### config.mk
export PLATFORM = sky130hd
export DESIGN_NAME = uart_rx_fifo
export DESIGN_NICKNAME = d
export VERILOG_FILES = /design/src/rtl/uart_rx_fifo.sv
export SDC_FILE = /design/constraint.sdc
export NUM_CORES = 1
export LEC_CHECK = 0
export ABC_AREA = 1
export CAP_MARGIN = 20
export CORE_MARGIN = 4
export CORE_UTILIZATION = 50
export CTS_BUF_LIST = sky130_fd_sc_hd__clkbuf_4 sky130_fd_sc_hd__clkbuf_8 sky130_fd_sc_hd__clkbuf_16
export DETAILED_ROUTE_END_ITERATION = 12
export PLACE_DENSITY = 0.72
export SLEW_MARGIN = 25
export SYNTH_ARGS = -nofsm -noshare
export SYNTH_HDL_FRONTEND = slang
export SYNTH_SLANG_ARGS = --single-unit
### constraint.sdc
create_clock -name clk -period 2 [get_ports clk]
set_clock_uncertainty 0.05 [all_clocks]
set_input_delay 0.4 -clock clk [delete_from_list [all_inputs] [get_ports clk]]
set_output_delay 0.4 -clock clk [all_outputs]
set_load 0.005 [all_outputs]
### src/rtl/uart_rx_fifo.sv
// 8N1 UART receiver with mid-bit sampling, start-glitch rejection and a
// first-word-fall-through receive FIFO with sticky framing/overrun flags.
module uart_rx_fifo #(
    parameter int unsigned CLK_FREQ   = 50_000_000,
    parameter int unsigned UART_BAUD  = 115200,
    parameter int unsigned FIFO_DEPTH = 4
) (
    input  logic                        clk,
    input  logic                        rst,
    input  logic                        uart_rx,
    output logic [7:0]                  rx_data,
    output logic                        rx_valid,
    input  logic                        rx_ready,
    output logic [$clog2(FIFO_DEPTH):0] fifo_count,
    output logic                        frame_err,
    output logic                        overrun,
    input  logic                        clr_err,
    output logic                        busy
);

    localparam int unsigned CLKS_PER_BIT = CLK_FREQ / UART_BAUD;
    localparam int unsigned HALF_BIT     = CLKS_PER_BIT / 2;
    localparam int unsigned CNT_W        = $clog2(CLKS_PER_BIT);
    localparam int unsigned AW           = $clog2(FIFO_DEPTH);
    localparam int unsigned CW           = AW + 1;

    typedef enum logic [2:0] {
        S_IDLE,
        S_START,
        S_DATA,
        S_STOP,
        S_WAIT_IDLE
    } state_t;

    logic             r_sync1, r_sync2, r_prev;
    state_t           r_state, w_state_nxt;
    logic [CNT_W-1:0] r_cnt, w_cnt_nxt;
    logic [2:0]       r_bit_idx, w_bit_idx_nxt;
    logic [7:0]       r_shift, w_shift_nxt;
    logic             r_push, w_push_nxt;
    logic             w_ferr_set;
    logic             w_fall;

    logic [7:0]       r_mem [FIFO_DEPTH];
    logic [AW-1:0]    r_wr_ptr, r_rd_ptr;
    logic [CW-1:0]    r_count;
    logic             r_frame_err, r_overrun;
    logic             w_pop, w_push_ok, w_ovr_set;

    assign w_fall = !r_sync2 && r_prev;

    // Line synchronizer plus edge history; presets keep an idle-high line from looking like a start.
    always_ff @(posedge clk) begin
        if (rst) begin
            r_sync1 <= 1'b1;
            r_sync2 <= 1'b1;
            r_prev  <= 1'b1;
        end else begin
            r_sync1 <= uart_rx;
            r_sync2 <= r_sync1;
            r_prev  <= r_sync2;
        end
    end

    always_ff @(posedge clk) begin
        if (rst) begin
            r_state   <= S_IDLE;
            r_cnt     <= '0;
            r_bit_idx <= '0;
            r_shift   <= '0;
            r_push    <= 1'b0;
        end else begin
            r_state   <= w_state_nxt;
            r_cnt     <= w_cnt_nxt;
            r_bit_idx <= w_bit_idx_nxt;
            r_shift   <= w_shift_nxt;
            r_push    <= w_push_nxt;
        end
    end

    always_comb begin
        w_state_nxt   = r_state;
        w_cnt_nxt     = r_cnt + CNT_W'(1);
        w_bit_idx_nxt = r_bit_idx;
        w_shift_nxt   = r_shift;
        w_push_nxt    = 1'b0;
        w_ferr_set    = 1'b0;
        case (r_state)
            S_IDLE: begin
                w_cnt_nxt = '0;
                if (w_fall) w_state_nxt = S_START;
            end
            S_START: begin
                if (r_cnt == CNT_W'(HALF_BIT - 1)) begin
                    w_cnt_nxt     = '0;
                    w_bit_idx_nxt = '0;
                    w_state_nxt   = r_sync2 ? S_IDLE : S_DATA;
                end
            end
            S_DATA: begin
                if (r_cnt == CNT_W'(CLKS_PER_BIT - 1)) begin
                    w_cnt_nxt     = '0;
                    w_shift_nxt   = {r_sync2, r_shift[7:1]};
                    w_bit_idx_nxt = r_bit_idx + 3'd1;
                    if (r_bit_idx == 3'd7) w_state_nxt = S_STOP;
                end
            end
            S_STOP: begin
                if (r_cnt == CNT_W'(CLKS_PER_BIT - 1)) begin
                    w_cnt_nxt = '0;
                    if (r_sync2) begin
                        w_push_nxt  = 1'b1;
                        w_state_nxt = S_IDLE;
                    end else begin
                        w_ferr_set  = 1'b1;
                        w_state_nxt = S_WAIT_IDLE;
                    end
                end
            end
            S_WAIT_IDLE: begin
                w_cnt_nxt = '0;
                if (r_sync2) w_state_nxt = S_IDLE;
            end
            default: begin
                w_cnt_nxt   = '0;
                w_state_nxt = S_IDLE;
            end
        endcase
    end

    // Pop is evaluated first, so a push into a full FIFO succeeds when the head leaves together.
    assign w_pop     = (r_count != '0) && rx_ready;
    assign w_push_ok = r_push && ((r_count != CW'(FIFO_DEPTH)) || w_pop);
    assign w_ovr_set = r_push && !w_push_ok;

    always_ff @(posedge clk) begin
        if (rst) begin
            r_wr_ptr <= '0;
            r_rd_ptr <= '0;
            r_count  <= '0;
            for (int i = 0; i < int'(FIFO_DEPTH); i++) r_mem[i] <= '0;
        end else begin
            if (w_pop) r_rd_ptr <= r_rd_ptr + AW'(1);
            if (w_push_ok) begin
                r_mem[r_wr_ptr] <= r_shift;
                r_wr_ptr        <= r_wr_ptr + AW'(1);
            end
            case ({w_push_ok, w_pop})
                2'b10:   r_count <= r_count + CW'(1);
                2'b01:   r_count <= r_count - CW'(1);
                default: r_count <= r_count;
            endcase
        end
    end

    // Sticky flags: a set event in the same cycle as clr_err wins.
    always_ff @(posedge clk) begin
        if (rst) begin
            r_frame_err <= 1'b0;
            r_overrun   <= 1'b0;
        end else begin
            if (w_ferr_set)   r_frame_err <= 1'b1;
            else if (clr_err) r_frame_err <= 1'b0;
            if (w_ovr_set)    r_overrun   <= 1'b1;
            else if (clr_err) r_overrun   <= 1'b0;
        end
    end

    assign rx_data    = r_mem[r_rd_ptr];
    assign rx_valid   = (r_count != '0);
    assign fifo_count = r_count;
    assign frame_err  = r_frame_err;
    assign overrun    = r_overrun;
    assign busy       = (r_state != S_IDLE);

endmodule

# After elaboration in Yosys (flattened, before gate mapping)
# Memories as Yosys holds them, arrays and structs flattened. A register that Yosys moved wholly into a read port is not among the register bits.
# Cells that the tools add are included.
dict set report classes {
  addsub 6
  eq_ne 16
  bitwise 2
  n_lt_le_gt_ge 0
  multipliers 0
  n_reduce_logical 20
  div_mod_pow 0
  shift 0
  n_mux 33
}
# operator count
set ops {}
lappend ops {{3-bit 2-to-1 mux} 9}
lappend ops {{9-bit 2-to-1 mux} 2}
lappend ops {{9-bit case mux with 2 select lines} 1}
lappend ops {{3-bit case mux with 5 select lines} 1}
lappend ops {{1-bit 2-to-1 mux} 13}
lappend ops {{2-bit != test (second input constant)} 6}
lappend ops {{3-bit case mux with 2 select lines} 2}
lappend ops {{9-bit by 1-bit adder with 9-bit output (second input constant)} 1}
lappend ops {{9-bit by 8-bit == test with 1-bit output (second input constant)} 1}
lappend ops {{9-bit == test (second input constant)} 1}
lappend ops {{2-bit 2-to-1 mux} 4}
lappend ops {{8-bit 2-to-1 mux} 1}
lappend ops {{2-bit nonzero test} 4}
lappend ops {{8-bit OR reduction} 1}
lappend ops {{3-bit by 1-bit adder with 3-bit output (second input constant)} 2}
lappend ops {{3-bit by 2-bit == test with 1-bit output (second input constant)} 2}
lappend ops {{3-bit == test (second input constant)} 2}
lappend ops {{6-bit AND reduction} 1}
lappend ops {{3-bit nonzero test} 2}
lappend ops {{2-bit by 1-bit adder with 2-bit output (second input constant)} 2}
lappend ops {{1-bit logical AND} 4}
lappend ops {{3-bit by 1-bit == test with 1-bit output (second input constant)} 1}
lappend ops {{3-bit logical NOT} 1}
lappend ops {{3-bit != test (second input constant)} 1}
lappend ops {{10 further kinds} 12}
dict set report totals {
  ramBits 32
  output_inout_bits 15
  inputBits 5
  memories 1
  wordCells 91
  mem_bits_ro 0
  regBits 36
  latch_bits 0
}
# name depth width rd rd_ports_with_merged_regs wr line_no
set memory_table {}
lappend memory_table {r_mem 4 8 1 1 4 44} ;# logic [7:0] r_mem [FIFO_DEPTH];

# Logic depth before layout (Yosys ltp)
# Gate-level depths: netlist of run 1.
dict set report depth {
  ltp_word 9
  ltp_mapped 10
  depth_no_buf 10
}

# Worst setup path before layout of run 1
# Ideal clock, no wire load.
dict set report synth_path {
  path_type {reg2reg}
  startpoint {register r_count[2], in the netlist fifo_count[2]}
  endpoint {register r_count[2], in the netlist fifo_count[2]}
  arrival_time_ps 1730
  stages_incl_launch_ff 10
  required_time_ps 1828
  synth_period_minus_slack_ps 1902
  n_path_buf 0
  setup_ps 122
  path_slack_ps 98
  path_cell_list {dfxtp_1 > inv_1 > a21oi_1 > ha_1 > inv_1 > fa_1 > a21oi_1 > o21ai_0 > o21ai_0 > a21oi_1}
}
dict set report synth_between {
  elab_chain_len 6
  word_cells_on_any_way 11
  classes_between {add/sub: 2; eq/ne: 3; mux: 1; reduce/logical: 5}
}
# item line_no
set synth_rtl {}
lappend synth_rtl {{start: declaration} 46} ;# logic [CW-1:0] r_count;
lappend synth_rtl {{start signal: assignment} 149} ;# 2'b10: r_count <= r_count + CW'(1);
lappend synth_rtl {{start signal: assignment} 150} ;# 2'b01: r_count <= r_count - CW'(1);
lappend synth_rtl {{start signal: assignment} 151} ;# default: r_count <= r_count;
lappend synth_rtl {{3-bit nonzero test (*)} 132} ;# assign w_pop = (r_count != '0) && rx_ready;
lappend synth_rtl {{1-bit logical AND (*)} 132}
lappend synth_rtl {{via w_pop} 48} ;# logic w_pop, w_push_ok, w_ovr_set;
lappend synth_rtl {{1-bit logical OR} 133} ;# assign w_push_ok = r_push && ((r_count != CW'(FIFO_DEPTH)) || w_pop);
lappend synth_rtl {{1-bit logical AND} 133}
lappend synth_rtl {{2-bit by 1-bit == test with 1-bit output / 2-bit == test (equally long branches)} 148} ;# case ({w_push_ok, w_pop})
lappend synth_rtl {{3-bit case mux with 2 select lines / 2-bit nonzero test (equally long branches)} n/a}
# Mark *: on every way through the listed nets, which the timed path passes. The rest lies on a longest branch.
# A chain may end at the register's enable or synchronous reset.

==> results.toml, run 1 <==
[status]
status = "complete, no violations"

[clock_tree]
cts-hold-fix-buffers = 0
clock_sink_count = 70
ctsRootBufferMaster = "sky130_fd_sc_hd__clkbuf_8"
numCtsBuffers = 9
clock_tree.htree_level_count = 3
clockBufferDepth = 2
cts.clk_slew.worst_paths_ps = 70
cts_tree = "built"
insertion_delay_ps = 340

[global_route]
groute.usage.overall_pct = 18.1
grt_pass1_vias = 2338
antenna_found_initial = 0
grt_first_pass_wirelength_um = 10700
globalRouteOverflowTotal = 0
grt_start_max_net_pins = 18

[timing]
grt_setup_unrepaired = "yes"
fin_worst_hold_slack_ps = 375
timing.slew.headroom_pct = 78.9
setup_violations = 0
timing.fmax_mhz = 527
final_hold_violation_count = 0
post-route-period-util_pct = 94.8
report.final.slew_viol_count = 0
final_period_minus_worst_setup_slack_ps = 1900
worst_pin_slew_ps = 313
setup_tns_ps = 0

[synthesis]
distinct_cells_synth = 32
synth_nets = 360
synth.cell_area_sq_mm = 0.00315
ys_seq_elements = 70
sequential_to_total_area_share_from_yosys_stat_pct = 54.7
syn_area_per_cell_sq_um = 9.04
yosys_warnings = 0
post_synth_inst_count = 348

[hold_path]
worst_hold_path_type = "reg -> reg"
count_of_cells_along_the_worst_hold_path = 1

[cells_and_area]
num-nets-final = 409
post-route-cell-area_sq_mm = 0.00382
diodes = 0
final-instance-count-excl-fill = 477
post_route_cells_drive_above_1_share_pct = 21.6
layout-area-overhead-vs-synth_pct = 21.4
utilization_pct = 63.4

[setup_path]
endpoint_kind = "primary output"
crit_chain = "clkinvlp_4, o21ai_0, o22ai_1, dlygate4sd2_1"
worstRegToRegCells = 9
timing.critical_path.slowest_cell_delay_ps = 410
worstSetupPathType = "reg -> out"
regToRegSetupSlack_ps = 160
critical_path.slowest_cell = "sky130_fd_sc_hd__dfxtp_4"
cp_max_fo = 7
worst_ep_required_time_ps = 1550
worst_endpoint_data_arrival_time_ps = 1450
cp-start-kind = "register"

[route]
antenna_left = 0
dr.first_iter.drc_count = 121
drc = 0
route.detailed.vias_per_inst = 4.97
drtPass1Iterations = 4
finalWirelength_um = 6030
routed_wire_length_per_instance_um = 12.6
route.vias.total = 2373

[power_and_ir_drop]
power_density_mw_per_mm2 = 970
total_leakage_power_nw = 1.45
ir_worst_vdd_mv = 0.806

[run]
max-cap-violations = 0

[floorplan]
num_io_pins = 20
chipWidth_um = 87.3
core_area_sq_mm = 0.00603
floorplan.initialDensity_pct = 52.2
die_area_sq_mm = 0.00763
fp-row-count = 28
die_y_um = 87.3

[place]
count_of_port_buffers_added_during_placement = 19
dp_cells = 456
gpl.final_weighted_congestion = 0.861
place_hpwl_um = 4380
detailed_place.area_sq_mm = 0.00358
[through the flow]
step                setup slack [ps]  power [mW]
floorplan                       97.7        2.33
global placement                -252        2.60
detailed placement              -303        2.63
CTS                            -29.0        3.72
global route                   -53.6        3.98
finish                           103        3.70
[where the power goes]
group	internal (mW)	total [mW]	switching [mW]
clock	0.593	1.08	0.491
combinational	0.387	0.912	0.525
sequential	1.60	1.71	0.104
[critical path: cells and delay by family (launching register included)]
kind | cells | cell delay (ps)
AOI/OAI and AO/OA | 2 | 270
buffers and inverters | 2 | 430
DFF | 1 | 410
[synthesized netlist by cell type]
master | number | area (sq um)
sky130_fd_sc_hd__clkbuf_8 | 1 | 13.8
sky130_fd_sc_hd__inv_2 | 6 | 22.5
sky130_fd_sc_hd__nand3_4 | 1 | 17.5
sky130_fd_sc_hd__nor3_4 | 1 | 16.3
sky130_fd_sc_hd__nand3_1 | 9 | 45.0
sky130_fd_sc_hd__clkbuf_1 | 3 | 11.3
sky130_fd_sc_hd__nor2_4 | 3 | 33.8
sky130_fd_sc_hd__nand3_2 | 1 | 10.0
sky130_fd_sc_hd__o22ai_1 | 8 | 50.1
sky130_fd_sc_hd__ha_1 | 6 | 75.1
sky130_fd_sc_hd__nor2_1 | 78 | 293
sky130_fd_sc_hd__nand2_4 | 6 | 67.6
sky130_fd_sc_hd__nor3b_2 | 3 | 37.5
sky130_fd_sc_hd__a31oi_1 | 1 | 6.26
sky130_fd_sc_hd__buf_2 | 1 | 5.00
sky130_fd_sc_hd__inv_1 | 35 | 131
sky130_fd_sc_hd__nand2_1 | 38 | 143
sky130_fd_sc_hd__nor3_2 | 1 | 10.0
sky130_fd_sc_hd__edfxtp_1 | 32 | 961
sky130_fd_sc_hd__or2_2 | 2 | 12.5
sky130_fd_sc_hd__nor2_2 | 7 | 43.8
sky130_fd_sc_hd__o21ai_0 | 31 | 155
sky130_fd_sc_hd__nand4_1 | 2 | 12.5
sky130_fd_sc_hd__o21ai_1 | 2 | 10.0
sky130_fd_sc_hd__nand2_2 | 6 | 37.5
sky130_fd_sc_hd__xor2_1 | 2 | 17.5
sky130_fd_sc_hd__dfxtp_1 | 38 | 761
sky130_fd_sc_hd__nand4_2 | 1 | 12.5
sky130_fd_sc_hd__a21oi_1 | 20 | 100
sky130_fd_sc_hd__nor4_1 | 1 | 6.26
sky130_fd_sc_hd__xnor2_1 | 1 | 8.76
sky130_fd_sc_hd__fa_1 | 1 | 20.0
[final timing paths]
path	from	to
worst max register to register	fifo_count[2]$_SDFFE_PP0P_	fifo_count[2]$_SDFFE_PP0P_
worst min-delay path	r_sync1$_SDFF_PP1_	r_sync2$_SDFF_PP1_
worst max-delay path	register	rx_data[3]
worst min register to register	r_sync1$_SDFF_PP1_	r_sync2$_SDFF_PP1_
[per-layer routing]
metal  part of all wire (%)  vias to the layer above  track usage, %  wire length, um
li1                       -                     1238               -                -
met4                    2.2                        0            8.09              130
met5                      0                        -               0                0
met3                    3.1                       12            3.78              188
met1                     46                     1082            22.7             2790
met2                     48                       41            30.1             2920
[cell type report]
| class | count | area (sq um) |
|---|---|---|
| sequential | 70 | 1730 |
| multi-input combinational | 232 | 1250 |
| clock buffer | 11 | 139 |
| timing repair inverter | 1 | 7.51 |
| clock inverter | 5 | 50.0 |
| tap | 75 | 93.8 |
| fill | 515 | 2200 |
| inverter | 41 | 158 |
| timing repair buffer | 42 | 390 |
[sequential cells by signal (all words and copies together) (netlist names), 2 cells and up, named ones only]
name,count
r_state,3
fifo_count,3
r_cnt,9
r_bit_idx,3
r_mem,32
r_wr_ptr,2
r_rd_ptr,2
r_shift,8
[timing repair]
action / CTS / global route
gates resized for setup: 24 / 10
setup endpoints to repair: 9 / 6
pin swaps: 0 / 0
cloned: 1 / 0
buffers inserted: 2 / 2
[placed cells by master, fill, tap and decap left out, types with 4 or more instances in the layout]
master and instances:
sky130_fd_sc_hd__a21oi_1 19, sky130_fd_sc_hd__buf_4 18, sky130_fd_sc_hd__clkbuf_8 9, sky130_fd_sc_hd__clkdlybuf4s50_1 11, sky130_fd_sc_hd__dfxtp_1 34, sky130_fd_sc_hd__dlygate4sd2_1 6, sky130_fd_sc_hd__edfxtp_1 32, sky130_fd_sc_hd__ha_1 6
sky130_fd_sc_hd__inv_1 32, sky130_fd_sc_hd__inv_2 8, sky130_fd_sc_hd__nand2_1 38, sky130_fd_sc_hd__nand2_2 6, sky130_fd_sc_hd__nand2_4 6, sky130_fd_sc_hd__nand3_1 9, sky130_fd_sc_hd__nor2_1 78, sky130_fd_sc_hd__nor2_2 6
sky130_fd_sc_hd__nor2_4 4, sky130_fd_sc_hd__o21ai_0 23, sky130_fd_sc_hd__o21ai_1 9, sky130_fd_sc_hd__o22ai_1 8
[kinds of logic after synthesis]
logic type / after synthesis / share of synthesized area [%]
simple gates: 160 / 25.4
compound gates: 62 / 10.2
flops: 70 / 54.7
fa+ha+maj: 7 / 3.02
xor+xnor: 3 / 0.835
buf+inv: 46 / 5.84
(Power assumes the default switching activity.)
==> run 2: changes to the inputs <==
--- a/config.mk
+++ b/config.mk
@@ -9,7 +9,7 @@
 export CAP_MARGIN = 20
 export CORE_MARGIN = 4
 export CORE_UTILIZATION = 50
-export CTS_BUF_LIST = sky130_fd_sc_hd__clkbuf_4 sky130_fd_sc_hd__clkbuf_8 sky130_fd_sc_hd__clkbuf_16
+export CTS_BUF_LIST = sky130_fd_sc_hd__clkbuf_8
 export DETAILED_ROUTE_END_ITERATION = 12
 export PLACE_DENSITY = 0.72
 export SLEW_MARGIN = 25
==> run 2 against run 1 <==
Effect of this change: final cell count is the same; worst setup slack gained 1.0 ps; critical path type unchanged; clock-buffer cell count fell by 2; via count up 0.46%; worst hold slack hardly changed; critical endpoint unchanged; register-to-register slack hardly changed; first-iteration DRC count increased by 12%; sequential share of layout area rose by 0.089 points; critical path depth stayed put; global-route usage about the same; sequential power about the same; combinational power hardly changed.
==> results.toml, run 2 (same netlist as run 1, synthesis figures left out) <==
[status]
status = "complete, no violations"

[clock_tree]
clock_tree.htree_level_count = 3
numCtsBuffers = 9
ctsRootBufferMaster = "sky130_fd_sc_hd__clkbuf_8"
clockBufferDepth = 2
cts.clk_slew.worst_paths_ps = 70
clock_sink_count = 70
cts_tree = "built"
cts-hold-fix-buffers = 0
insertion_delay_ps = 330

[global_route]
globalRouteOverflowTotal = 0
groute.usage.overall_pct = 18.2
grt_pass1_vias = 2349
antenna_found_initial = 0
grt_first_pass_wirelength_um = 10700
grt_start_max_net_pins = 18

[setup_path]
timing.critical_path.slowest_cell_delay_ps = 410
worstReg2RegStart = "fifo_count[2]$_SDFFE_PP0P_"
capturing_point_of_the_worst_reg2reg_path = "fifo_count[2]$_SDFFE_PP0P_"
cp-start-kind = "register"
cp_max_fo = 7
levels_on_crit_path = 4
crit_chain = "clkinvlp_4, o21ai_0, o22ai_1, dlygate4sd2_1"
worstSetupPathType = "reg -> out"
worst_endpoint_data_arrival_time_ps = 1450
worstRegToRegCells = 9
worst-path-buf-inv = 2
regToRegSetupSlack_ps = 160
worst_path_dominant_cell_family = "buffers and inverters"
worst_ep_required_time_ps = 1550
critPathCapture = "rx_data[3]"
critical_path.slowest_cell = "sky130_fd_sc_hd__dfxtp_4"
endpoint_kind = "primary output"

[cells_and_area]
utilization_pct = 63.3
diodes = 0
post-route-cell-area_sq_mm = 0.00381
count_of_fill_cells_added_during_filler_insertion = 517
post_route_cells_drive_above_1_share_pct = 21.1
layout-area-overhead-vs-synth_pct = 21.2
reg_top3 = "r_mem (32), r_cnt (9), r_shift (8)"
regMostFlops = "r_mem"
largest_register_ff_count = 32
num-nets-final = 409
most-common-layout-cells = "sky130_fd_sc_hd__nor2_1, sky130_fd_sc_hd__nand2_1, sky130_fd_sc_hd__inv_1, sky130_fd_sc_hd__dfxtp_1, sky130_fd_sc_hd__edfxtp_1"
layout_commonest_cell = "sky130_fd_sc_hd__nor2_1"

[power_and_ir_drop]
finalPower_mw = 3.67
p_seq_share_pct = 46.6
power.switching_fraction_pct = 30.5
internal_power_mw = 2.55
power.clock.fraction_pct = 28.5
power_density_mw_per_mm2 = 961
total_leakage_power_nw = 1.45
net-switching-power_mw = 1.12
comb_power_share_pct = 24.9
ir_worst_vdd_mv = 0.806

[timing]
final_hold_violation_count = 0
post-route-period-util_pct = 94.8
final_period_minus_worst_setup_slack_ps = 1900
report.final.slew_viol_count = 0
timing.slew.headroom_pct = 78.9
timing.fmax_mhz = 527
worst_pin_slew_ps = 313
setup_tns_ps = 0
setup_violations = 0
grt_setup_unrepaired = "yes"
final.setup.worst_slack_ps = 104

[floorplan]
core_area_sq_mm = 0.00603
floorplan.initialDensity_pct = 52.2
die_y_um = 87.3
fp-row-count = 28
die_area_sq_mm = 0.00763
num_io_pins = 20
chipWidth_um = 87.3

[place]
detailed_place.area_sq_mm = 0.00358
count_of_port_buffers_added_during_placement = 19
place_hpwl_um = 4380
dp_worst_setup_slack_ps = -303
gpl.final_weighted_congestion = 0.861

[run]
max-cap-violations = 0

[route]
finalWirelength_um = 6030
routed_wire_length_per_instance_um = 12.6
drtPass1Iterations = 4
drc = 0
route.vias.total = 2384
antenna_left = 0
route.detailed.vias_per_inst = 5.00
dr.first_iter.drc_count = 136

[hold_path]
worst_hold_path_type = "reg -> reg"
## run 2: cell count changes in the layout (fill, tap and decap cells not counted)
cell / change
sky130_fd_sc_hd__clkbuf_4: -2
sky130_fd_sc_hd__inv_1: +2
## run 2: power groups by stage
| stage | Sequential [mW] | Clock (mW) | Combinational (mW) |
|---|---|---|---|
| floorplan | 1.71 | 0 | 0.621 |
| global placement | 1.72 | 0 | 0.881 |
| detailed placement | 1.73 | 0 | 0.902 |
| CTS | 1.70 | 1.07 | 0.906 |
| global route | 1.73 | 1.16 | 1.05 |
| finish | 1.71 | 1.04 | 0.913 |
## run 2: layout make-up
type                       instances  area (sq um)  share of cell area [%]
multi-input combinational        232          1250                    32.9
timing repair inverter             1          7.51                   0.197
clock buffer                       9           124                    3.25
timing repair buffer              42           390                    10.2
sequential                        70          1730                    45.3
tap                               75          93.8                    2.46
inverter                          41           158                    4.13
clock inverter                     7          57.6                    1.51
## run 2: how the worst min path moves through the flow
stage                                  start                 end  slack (ps)  cells past startpoint
final                     r_sync1$_SDFF_PP1_  r_sync2$_SDFF_PP1_         370                      1
after global routing      r_sync1$_SDFF_PP1_  r_sync2$_SDFF_PP1_         380                      1
after CTS                 r_sync1$_SDFF_PP1_  r_sync2$_SDFF_PP1_         380                      1
after detailed placement  r_sync1$_SDFF_PP1_  r_sync2$_SDFF_PP1_         370                      1
after global placement    r_sync1$_SDFF_PP1_  r_sync2$_SDFF_PP1_         340                      1
after floorplan           r_sync1$_SDFF_PP1_  r_sync2$_SDFF_PP1_         340                      1
## run 2: stage by stage
step / hold WS (ps) / std cells
detailed placement: 367 / 456
global placement: 343 / 456
finish: 375 / 477
global route: 383 / 477
CTS: 383 / 475
floorplan: 339 / 348
## run 2: what timing repair did
item | CTS | global route
gates cloned | 1 | 0
buffers inserted | 2 | 2
endpoints found under the hold margin | 0 | 0
setup endpoints to repair | 9 | 6
gates resized for setup | 24 | 10
## run 2: layer usage
metal	part of all wire (%)	GRT usage [%]
met3	3.5	3.78
met5	0	0
met2	49	30.2
met1	46	22.7
met4	1.8	8.09
